File: src/rtl/wb2axi4lite_bridge.sv
// Wishbone B3 classic slave to AXI4-Lite master bridge.
// Each strobe becomes exactly one single-beat AXI write or read; every output is registered.
module wb2axi4lite_bridge #(
  parameter int         ADDR_WIDTH = 32,
  parameter int         DATA_WIDTH = 32,
  parameter logic [2:0] AXPROT     = 3'b000
) (
  input  logic                    clk_i,
  input  logic                    rst_i,
  input  logic [ADDR_WIDTH-1:0]   wb_adr_i,
  input  logic [DATA_WIDTH-1:0]   wb_dat_i,
  output logic [DATA_WIDTH-1:0]   wb_dat_o,
  input  logic [DATA_WIDTH/8-1:0] wb_sel_i,
  input  logic                    wb_we_i,
  input  logic                    wb_cyc_i,
  input  logic                    wb_stb_i,
  output logic                    wb_ack_o,
  output logic                    wb_err_o,
  output logic [ADDR_WIDTH-1:0]   m_awaddr,
  output logic [2:0]              m_awprot,
  output logic                    m_awvalid,
  input  logic                    m_awready,
  output logic [DATA_WIDTH-1:0]   m_wdata,
  output logic [DATA_WIDTH/8-1:0] m_wstrb,
  output logic                    m_wvalid,
  input  logic                    m_wready,
  input  logic [1:0]              m_bresp,
  input  logic                    m_bvalid,
  output logic                    m_bready,
  output logic [ADDR_WIDTH-1:0]   m_araddr,
  output logic [2:0]              m_arprot,
  output logic                    m_arvalid,
  input  logic                    m_arready,
  input  logic [DATA_WIDTH-1:0]   m_rdata,
  input  logic [1:0]              m_rresp,
  input  logic                    m_rvalid,
  output logic                    m_rready
);

  // state | meaning
  // IDLE  | wait for cyc&stb, capture the request
  // WR    | AW and/or W still outstanding
  // WB    | await write response
  // RD    | AR outstanding
  // RR    | await read data
  // DONE  | one-cycle ack/err (suppressed if the initiator aborted)
  typedef enum logic [2:0] {
    S_IDLE, S_WR, S_WB, S_RD, S_RR, S_DONE
  } state_t;

  state_t r_state;
  state_t w_state_nxt;
  logic   r_abort;
  logic   w_abort_nxt;
  logic   w_aborting;

  logic [ADDR_WIDTH-1:0]   w_awaddr_nxt;
  logic                    w_awvalid_nxt;
  logic [DATA_WIDTH-1:0]   w_wdata_nxt;
  logic [DATA_WIDTH/8-1:0] w_wstrb_nxt;
  logic                    w_wvalid_nxt;
  logic                    w_bready_nxt;
  logic [ADDR_WIDTH-1:0]   w_araddr_nxt;
  logic                    w_arvalid_nxt;
  logic                    w_rready_nxt;
  logic [DATA_WIDTH-1:0]   w_dat_nxt;
  logic                    w_ack_nxt;
  logic                    w_err_nxt;

  assign m_awprot   = AXPROT;
  assign m_arprot   = AXPROT;
  assign w_aborting = r_abort | ~wb_cyc_i;

  always_comb begin
    w_state_nxt   = r_state;
    w_abort_nxt   = r_abort;
    w_awaddr_nxt  = m_awaddr;
    w_awvalid_nxt = m_awvalid;
    w_wdata_nxt   = m_wdata;
    w_wstrb_nxt   = m_wstrb;
    w_wvalid_nxt  = m_wvalid;
    w_bready_nxt  = m_bready;
    w_araddr_nxt  = m_araddr;
    w_arvalid_nxt = m_arvalid;
    w_rready_nxt  = m_rready;
    w_dat_nxt     = wb_dat_o;
    w_ack_nxt     = 1'b0;
    w_err_nxt     = 1'b0;
    case (r_state)
      S_IDLE: begin
        w_abort_nxt = 1'b0;
        if (wb_cyc_i && wb_stb_i) begin
          if (wb_we_i) begin
            w_awaddr_nxt  = wb_adr_i;
            w_wdata_nxt   = wb_dat_i;
            w_wstrb_nxt   = wb_sel_i;
            w_awvalid_nxt = 1'b1;
            w_wvalid_nxt  = 1'b1;
            w_state_nxt   = S_WR;
          end else begin
            w_araddr_nxt  = wb_adr_i;
            w_arvalid_nxt = 1'b1;
            w_state_nxt   = S_RD;
          end
        end
      end
      S_WR: begin
        w_abort_nxt = w_aborting;
        if (m_awvalid && m_awready) w_awvalid_nxt = 1'b0;
        if (m_wvalid && m_wready)   w_wvalid_nxt  = 1'b0;
        // A dropped valid means that channel already handshook on an earlier edge.
        if ((!m_awvalid || m_awready) && (!m_wvalid || m_wready)) begin
          w_bready_nxt = 1'b1;
          w_state_nxt  = S_WB;
        end
      end
      S_WB: begin
        w_abort_nxt = w_aborting;
        if (m_bvalid && m_bready) begin
          w_bready_nxt = 1'b0;
          w_ack_nxt    = ~w_aborting & (m_bresp == 2'b00);
          w_err_nxt    = ~w_aborting & (m_bresp != 2'b00);
          w_state_nxt  = S_DONE;
        end
      end
      S_RD: begin
        w_abort_nxt = w_aborting;
        if (m_arvalid && m_arready) begin
          w_arvalid_nxt = 1'b0;
          w_rready_nxt  = 1'b1;
          w_state_nxt   = S_RR;
        end
      end
      S_RR: begin
        w_abort_nxt = w_aborting;
        if (m_rvalid && m_rready) begin
          w_dat_nxt    = m_rdata;
          w_rready_nxt = 1'b0;
          w_ack_nxt    = ~w_aborting & (m_rresp == 2'b00);
          w_err_nxt    = ~w_aborting & (m_rresp != 2'b00);
          w_state_nxt  = S_DONE;
        end
      end
      S_DONE: begin
        w_state_nxt = S_IDLE;
      end
      default: begin
        w_state_nxt = S_IDLE;
      end
    endcase
  end

  always_ff @(posedge clk_i or posedge rst_i) begin
    if (rst_i) begin
      r_state <= S_IDLE;
      r_abort <= 1'b0;
    end else begin
      r_state <= w_state_nxt;
      r_abort <= w_abort_nxt;
    end
  end

  always_ff @(posedge clk_i or posedge rst_i) begin
    if (rst_i) begin
      m_awaddr  <= '0;
      m_awvalid <= 1'b0;
      m_wdata   <= '0;
      m_wstrb   <= '0;
      m_wvalid  <= 1'b0;
      m_bready  <= 1'b0;
      m_araddr  <= '0;
      m_arvalid <= 1'b0;
      m_rready  <= 1'b0;
      wb_dat_o  <= '0;
      wb_ack_o  <= 1'b0;
      wb_err_o  <= 1'b0;
    end else begin
      m_awaddr  <= w_awaddr_nxt;
      m_awvalid <= w_awvalid_nxt;
      m_wdata   <= w_wdata_nxt;
      m_wstrb   <= w_wstrb_nxt;
      m_wvalid  <= w_wvalid_nxt;
      m_bready  <= w_bready_nxt;
      m_araddr  <= w_araddr_nxt;
      m_arvalid <= w_arvalid_nxt;
      m_rready  <= w_rready_nxt;
      wb_dat_o  <= w_dat_nxt;
      wb_ack_o  <= w_ack_nxt;
      wb_err_o  <= w_err_nxt;
    end
  end

endmodule

File: config.mk
export PLATFORM = sky130hd
export DESIGN_NAME = wb2axi4lite_bridge
export DESIGN_NICKNAME = d
export VERILOG_FILES = /design/src/rtl/wb2axi4lite_bridge.sv
export SDC_FILE = /design/constraint.sdc
export NUM_CORES = 1
export LEC_CHECK = 0
export ABC_AREA = 1
export ABC_CLOCK_PERIOD_IN_PS = 4270
export BUFFER_PORTS_ARGS = -buffer_cell sky130_fd_sc_hd__buf_2
export CAP_MARGIN = 30
export CORE_ASPECT_RATIO = 0.6
export CORE_MARGIN = 5
export CORE_UTILIZATION = 43
export DETAILED_ROUTE_END_ITERATION = 10
export GPL_TIMING_DRIVEN = 0
export MAX_ROUTING_LAYER = met4
export PLACE_DENSITY_LB_ADDON = 0.2
export SYNTH_ARGS = -nofsm -noshare
export SYNTH_HDL_FRONTEND = slang
export SYNTH_SLANG_ARGS = --single-unit
export TNS_END_PERCENT = 100
File: constraint.sdc
create_clock -name clk_i -period 4.27 [get_ports clk_i]
set_clock_uncertainty 0.2 [all_clocks]
set_input_delay 0.427 -clock clk_i [delete_from_list [all_inputs] [get_ports clk_i]]
set_output_delay 0.427 -clock clk_i [all_outputs]
set_load 0.01 [all_outputs]
==> out/summary.log, run 1 <==
qor: global_routing.remaining_overflow_grt 0
qor: floorplanning.initial_utilization 43.4%
qor: sta.slew_viol_final 0
qor: cts.clock_tree_from_tritoncts yes
qor: route.drt_pass1_iterations 4
qor: layout.area_delta_synth_final 37.7%
qor: route.dr_iter_0_viols 256
qor: critical_path.critPathRequiredTime 4.66 ns
qor: route.drcViolationCount 0
qor: cts.clock_tree.htree_level_count 4
qor: layout.final_layout_size_suffix_gt1_share 38.9%
qor: sta.final_hold_viol_count 0
qor: route.route.antenna.remaining_nets 0
qor: cts.clock_latency 0.40 ns
qor: synth.portion_of_the_post_synthesis_area_used_by_sequential_elements 61.3%
qor: critical_path.worstSetupPathType input port to asynchronous set/reset pin
qor: cts.cts.root.buffer_cell clkbuf_16
qor: route.wl 15600 um
qor: synth.synth_area_leader_cell dfrtp_1
qor: cts.cts.path.max_buffers 2
qor: layout.n_antenna_cell 0
qor: route.vias 4988
qor: sta.worstMarginPinSlew 0.725 ns
qor: layout.final_net_count 1017
qor: layout.post-route-cell-area 8040 um2
qor: cts.cts.clk_slew.worst_paths 0.06 ns
qor: floorplanning.floorplan_die_area 16100 um2
qor: pwr.power.leakage 4.68 nW
qor: cts.postCtsHoldBufs 2
qor: global_routing.pin_count_of_the_biggest_net_entering_global_routing 42
qor: global_routing.first_global_vias 4867
qor: synth.count_of_unique_library_cells_instantiated_by_yosys 26
qor: route.via_cell_ratio 4.57
qor: placement.globalplace.congestion 0.830
qor: sta.min_period_over_period 42.0%
qor: hold_path.min_path_type input port to flip-flop
qor: synth.synthTopCellsByArea dfrtp_1 (61%), nand2_1 (18%), buf_6 (3.5%)
qor: layout.final_cell_mix nand2_1 (285), buf_2 (256), dfrtp_1 (143)
qor: pwr.largest_vdd_supply_drop 288 uV
qor: global_routing.grt_first_pass_wirelength 24800 um
qor: placement.placedCellCount 1057
qor: synth.syn_inst 622
qor: floorplanning.floorplan.die.width 160 um
qor: layout.layout_commonest_cell nand2_1
qor: placement.placement.cell_area 7400 um2
qor: cts.post_cts_buffers 0
qor: sta.maxSlewHeadroom 51.6%
qor: cts.cts.sinks 143
qor: sta.grt_setup_unrepaired false
qor: layout.post-route-util 59.7%
qor: synth.synth_area 5840 um2
qor: pwr.pwr_density_cell 724 nW/um2
qor: placement.place.detailed.hpwl 11800 um
qor: sta.fin_tns_setup 0 ns
qor: cts.cts_inserted_buffers 17
qor: synth.netlist.area_leader.share 61.3%
qor: sta.setup_viol 0
qor: critical_path.worst-endpoint-arrival 2.19 ns
qor: sta.post-route-min-period 1.79 ns
qor: layout.layoutNonFillerInstCount 1091
qor: global_routing.antenna_found_initial 0
qor: synth.synth_seq_cells 143
qor: placement.numPortBuffers 252
qor: layout.fillers 1248
qor: cts.cts_repair_resize_count 0
qor: critical_path.critPathLaunchType input port
qor: floorplanning.design.portCount 259
qor: job.reported_max_cap_violation_count 0
qor: synth.synth_warnings 0
qor: floorplanning.num_rows 33
qor: sta.fmax 557 MHz
qor: status.status finished, final reports clean
qor: route.wire_per_inst 14.3 um
qor: floorplanning.core-area 13500 um2
qor: critical_path.crit_path_end_kind asynchronous set/reset pin
qor: synth.synth.avg_cell_area 9.39 um2
qor: global_routing.gr-usage-all-layers 19.9%
qor: critical_path.critPathMaxFanout 41
qor: floorplanning.chipHeight 100 um
[worst max-delay path, cell delays in order]
cell	delay, ns
dlygate4sd3_1	0.54
buf_2	0.14
clkinvlp_4	0.48
buf_12	0.32
buf_12	0.24
[report_power, final]
group | leakage, nW | switching (W) | total [W] | internal, W
combinational | 2.59 | 0.00115 | 0.00199 | 0.000838
clock | 0.295 | 0.000563 | 0.00155 | 0.000984
sequential | 1.79 | 0.000339 | 0.00229 | 0.00195
[through the flow]
step	hold WS (ns)	power, W	setup WS (ns)
after floorplan	0.306	0.00340	1.85
after global placement	0.250	0.00427	0.912
after detailed placement	0.255	0.00431	2.48
after CTS	0.00140	0.00589	2.45
after global routing	0.00547	0.00622	2.30
final	0.0206	0.00583	2.48
[routing by layer]
metal	GRT usage [%]	share of wire, %	vias up
met5	-	0	-
met4	4.43	0.80	0
met3	5.54	6.7	12
met2	29.1	44	165
met1	28.0	49	2341
li1	-	-	2470
[registers in the layout, indices dropped and copies added (netlist names)]
register,flops
m_araddr,32
m_arvalid,1
m_awaddr,32
m_awvalid,1
m_bready,1
m_rready,1
m_wdata,32
m_wstrb,4
m_wvalid,1
r_abort,1
r_state,3
wb_ack_o,1
wb_dat_o,32
wb_err_o,1
[logic make-up (layout without fill, tap and decap cells)]
kind of cell	after synthesis	count (layout)	synth area share, %
and+or+nand+nor	319	319	22.1
other	1	6	0.0642
buffers and inverters	82	371	8.32
DFF	143	143	61.3
AOI/OAI and AO/OA	77	77	8.25
[synth_stat cells, drive strengths merged]
cell type,number
a21oi,4
nor3,2
clkbuf,2
o2111ai,1
conb,1
nand4,2
inv,48
o21bai,3
nor2,12
buf,32
nand3,8
o21ai,68
dfrtp,143
a22oi,1
nand3b,1
nand2,294
[cell type report]
type | instances | area, um2 | share of cell area (%)
Buffer | 34 | 305 | 3.80
Clock buffer | 20 | 437 | 5.43
Clock inverter | 12 | 184 | 2.29
Inverter | 48 | 184 | 2.29
Multi-Input combinational cell | 402 | 1790 | 22.3
Sequential cell | 143 | 3580 | 44.5
Tap cell | 175 | 219 | 2.72
Timing Repair Buffer | 257 | 1340 | 16.7
[worst paths after layout]
check,start,to,slack [ns],depth (start not counted)
max,rst_i,m_wdata[29],2.48,5
min,wb_dat_i[14],m_wdata[14],0.02,3
max reg2reg,r_state[1],wb_dat_o[13],2.56,7
min reg2reg,wb_dat_o[4],wb_dat_o[4],0.27,2
max in group clk_i,r_state[1],wb_dat_o[13],2.56,7
min in group asynchronous,rst_i,wb_dat_o[19],0.51,3
No activity file was read; power rests on OpenSTA's default activity.
==> inputs of run 2 (changes only) <==
Settings changed: ABC_CLOCK_PERIOD_IN_PS 4270 to 1500.
Clock period 4.27 ns to 1.5 ns, I/O delays scaled along.
==> out/summary.log, run 2 (same netlist as run 1, synthesis figures left out) <==
qor: status.status complete, but fails checks [was finished, final reports clean]
qor: status.violations_in_the_final_reports setup timing
qor: critical_path.critical_path.max_stage_delay 0.47 ns [was 0.54 ns]
qor: floorplanning.floorplan_die_area 16100 um2 [unchanged]
qor: sta.grt_setup_unrepaired true [was false]
qor: layout.area_delta_synth_final 66.6% [was 37.7%]
qor: floorplanning.num_rows 33 [unchanged]
qor: pwr.pwr_density_cell 1830 nW/um2 [was 724 nW/um2]
qor: sta.fmax 610 MHz
qor: global_routing.grt_first_pass_wirelength 29700 um [was 24800 um]
qor: layout.final_cell_mix buf_2 (253), nand2_1 (230), dfrtp_1 (141) [was nand2_1 (285), buf_2 (256), dfrtp_1 (143)]
qor: route.drt_pass1_iterations 4 [unchanged]
qor: sta.slew_viol_final 0 [unchanged]
qor: route.dr_iter_0_viols 279 [was 256]
qor: critical_path.timing.critical_path.cells inv_2 -> nand2_4 -> nor2_8 -> nand4_2 -> buf_6 -> buf_6 -> nand2_1 -> o21ai_2 [was dlygate4sd3_1 -> buf_2 -> clkinvlp_4 -> buf_12 -> buf_12]
qor: pwr.finalPower 0.0178 W [was 0.00583 W]
qor: placement.place.detailed.hpwl 11500 um [was 11800 um]
qor: sta.setup_viol 137 [was 0]
qor: global_routing.antenna_found_initial 0 [unchanged]
qor: cts.cts.clk_slew.worst_paths 0.06 ns [about the same]
qor: critical_path.depth_of_the_critical_timing_path_with_buffers_and_inverters_included 8 [was 5]
qor: hold_path.hold_start wb_stb_i [was wb_dat_i[14]]
qor: sta.fin_tns_setup -13.59 ns [was 0 ns]
qor: layout.final_net_count 1150 [was 1017]
qor: route.route.antenna.remaining_nets 0 [unchanged]
qor: sta.final_hold_viol_count 0 [unchanged]
qor: cts.cts_inserted_buffers 17 [unchanged]
qor: global_routing.pin_count_of_the_biggest_net_entering_global_routing 43 [was 42]
qor: global_routing.first_global_vias 5834 [was 4867]
qor: route.via_cell_ratio 4.60 [was 4.57]
qor: placement.globalplace.congestion 0.788 [was 0.830]
qor: global_routing.gr-usage-all-layers 23.9% [was 19.9%]
qor: global_routing.remaining_overflow_grt 0 [unchanged]
qor: floorplanning.initial_utilization 43.4% [unchanged]
qor: placement.numPortBuffers 252 [unchanged]
qor: critical_path.worst_path_dominant_cell_family flip-flops [was buffers and inverters]
qor: critical_path.rr_endpoint m_araddr[18] [was wb_dat_o[13]]
qor: critical_path.critPathMaxFanout 10 [was 41]
qor: pwr.largest_vdd_supply_drop 987 uV [was 288 uV]
qor: sta.worstMarginPinSlew 0.744 ns [was 0.725 ns]
qor: hold_path.whs_path_depth 5 [was 3]
qor: critical_path.worst-endpoint-arrival 1.73 ns [was 2.19 ns]
qor: critical_path.worstSetupPathType flip-flop to flip-flop [was input port to asynchronous set/reset pin]
qor: critical_path.crit_path_end_kind flip-flop [was asynchronous set/reset pin]
qor: floorplanning.core-area 13500 um2 [unchanged]
qor: route.wl 19000 um [was 15600 um]
qor: route.vias 5627 [was 4988]
qor: cts.cts.sinks 143 [unchanged]
qor: critical_path.worst_case_register_to_register_setup_slack -0.14 ns [was 2.56 ns]
qor: critical_path.critPathLaunchType flip-flop [was input port]
qor: sta.post-route-min-period 1.64 ns
qor: cts.clock_tree.htree_level_count 4 [unchanged]
qor: layout.layout_commonest_cell buf_2 [was nand2_1]
qor: cts.clock_tree_from_tritoncts yes [unchanged]
qor: cts.cts.root.buffer_cell clkbuf_16 [unchanged]
qor: route.wire_per_inst 15.6 um [was 14.3 um]
qor: hold_path.whs_endpoint m_araddr[29] [was m_wdata[14]]
qor: floorplanning.design.portCount 259 [unchanged]
qor: floorplanning.floorplan.die.width 160 um [unchanged]
qor: critical_path.cpMostUsedCell buf_6 [was buf_12]
qor: placement.preCtsSetupSlack -0.219 ns [was 2.48 ns]
qor: sta.min_period_over_period 109%
qor: job.reported_max_cap_violation_count 0 [unchanged]
qor: sta.final.setup.worst_slack -0.138 ns [was 2.48 ns]
qor: pwr.power.leakage 5.37 nW [was 4.68 nW]
qor: layout.final_layout_size_suffix_gt1_share 42.8% [was 38.9%]
qor: critical_path.r2r_cells 8 [was 7]
qor: critical_path.critPathRequiredTime 1.59 ns [was 4.66 ns]
qor: floorplanning.chipHeight 100 um [unchanged]
qor: sta.maxSlewHeadroom 50.3% [was 51.6%]
qor: route.drcViolationCount 0 [unchanged]
qor: cts.cts.path.max_buffers 2 [unchanged]
qor: critical_path.critical_path.n_buffers_inverters 3 [was 5]
qor: layout.n_antenna_cell 0 [unchanged]
qor: critical_path.slowest_stage dfrtp_2 [was dlygate4sd3_1]
qor: critical_path.worstReg2RegStart r_state[1] [unchanged]
qor: cts.clock_latency 0.40 ns [about the same]
qor: hold_path.min_path_type input port to flip-flop [unchanged]
[run 2: worst max path at each step]
stage / start / slack (ns) / to
after global routing: r_state[1] / -0.22 / m_araddr[24]
after floorplan: rst_i / -0.64 / m_araddr[0]
after CTS: r_state[1] / -0.13 / m_araddr[1]
after global placement: rst_i / -1.56 / m_wdata[7]
after detailed placement: r_state[1] / -0.22 / m_awaddr[24]
final: r_state[1] / -0.14 / m_araddr[18]
[run 2: power breakdown]
part           internal, W  leakage [nW]  switching [W]
combinational      0.00306          3.29        0.00375
sequential         0.00557          1.79        0.00102
clock              0.00280         0.287        0.00165
total               0.0114          5.37        0.00643
[run 2: per-stage QoR]
step	hold slack, ns	cell area [um2]	instances	utilization [%]
2_1_floorplan	0.0596	5860	627	-
3_3_place_gp	0.145	7340	1054	54.5
3_5_place_dp	0.101	7400	1057	55.0
4_1_cts	0.0555	9540	1221	70.9
5_1_grt	0.0697	9730	1223	72.3
6_report	0.0525	9730	1223	72.3
[run 2: per-layer routing]
layer	global-route usage (%)	wire length, um
met1	31.3	8470
met2	37.3	9010
met3	5.70	1180
met4	7.34	361
met5	-	0
[run 2: worst register-to-register path, stage by stage, from the launching register on]
cell and delay, ns:
dfrtp_2 0.47, inv_2 0.10, nand2_4 0.08, nor2_8 0.12, nand4_2 0.12, buf_6 0.17, buf_6 0.14, nand2_1 0.08
o21ai_2 0.05
[run 2: what timing repair did]
action,in CTS,in global routing
gates resized for setup,74,60
setup buffers,14,3
hold buffers,113,0
hold endpoints to repair,169,0
pin swaps,23,17
setup endpoints to repair,136,141
gates cloned,6,0
[run 2: layout make-up]
cell class | count | area, um2
Sequential cell | 143 | 3580
Fill cell | 931 | 3730
Inverter | 48 | 201
Tap cell | 175 | 219
Clock buffer | 19 | 433
Clock inverter | 12 | 185
Timing Repair Buffer | 390 | 2710
Multi-Input combinational cell | 402 | 2040
Buffer | 34 | 364
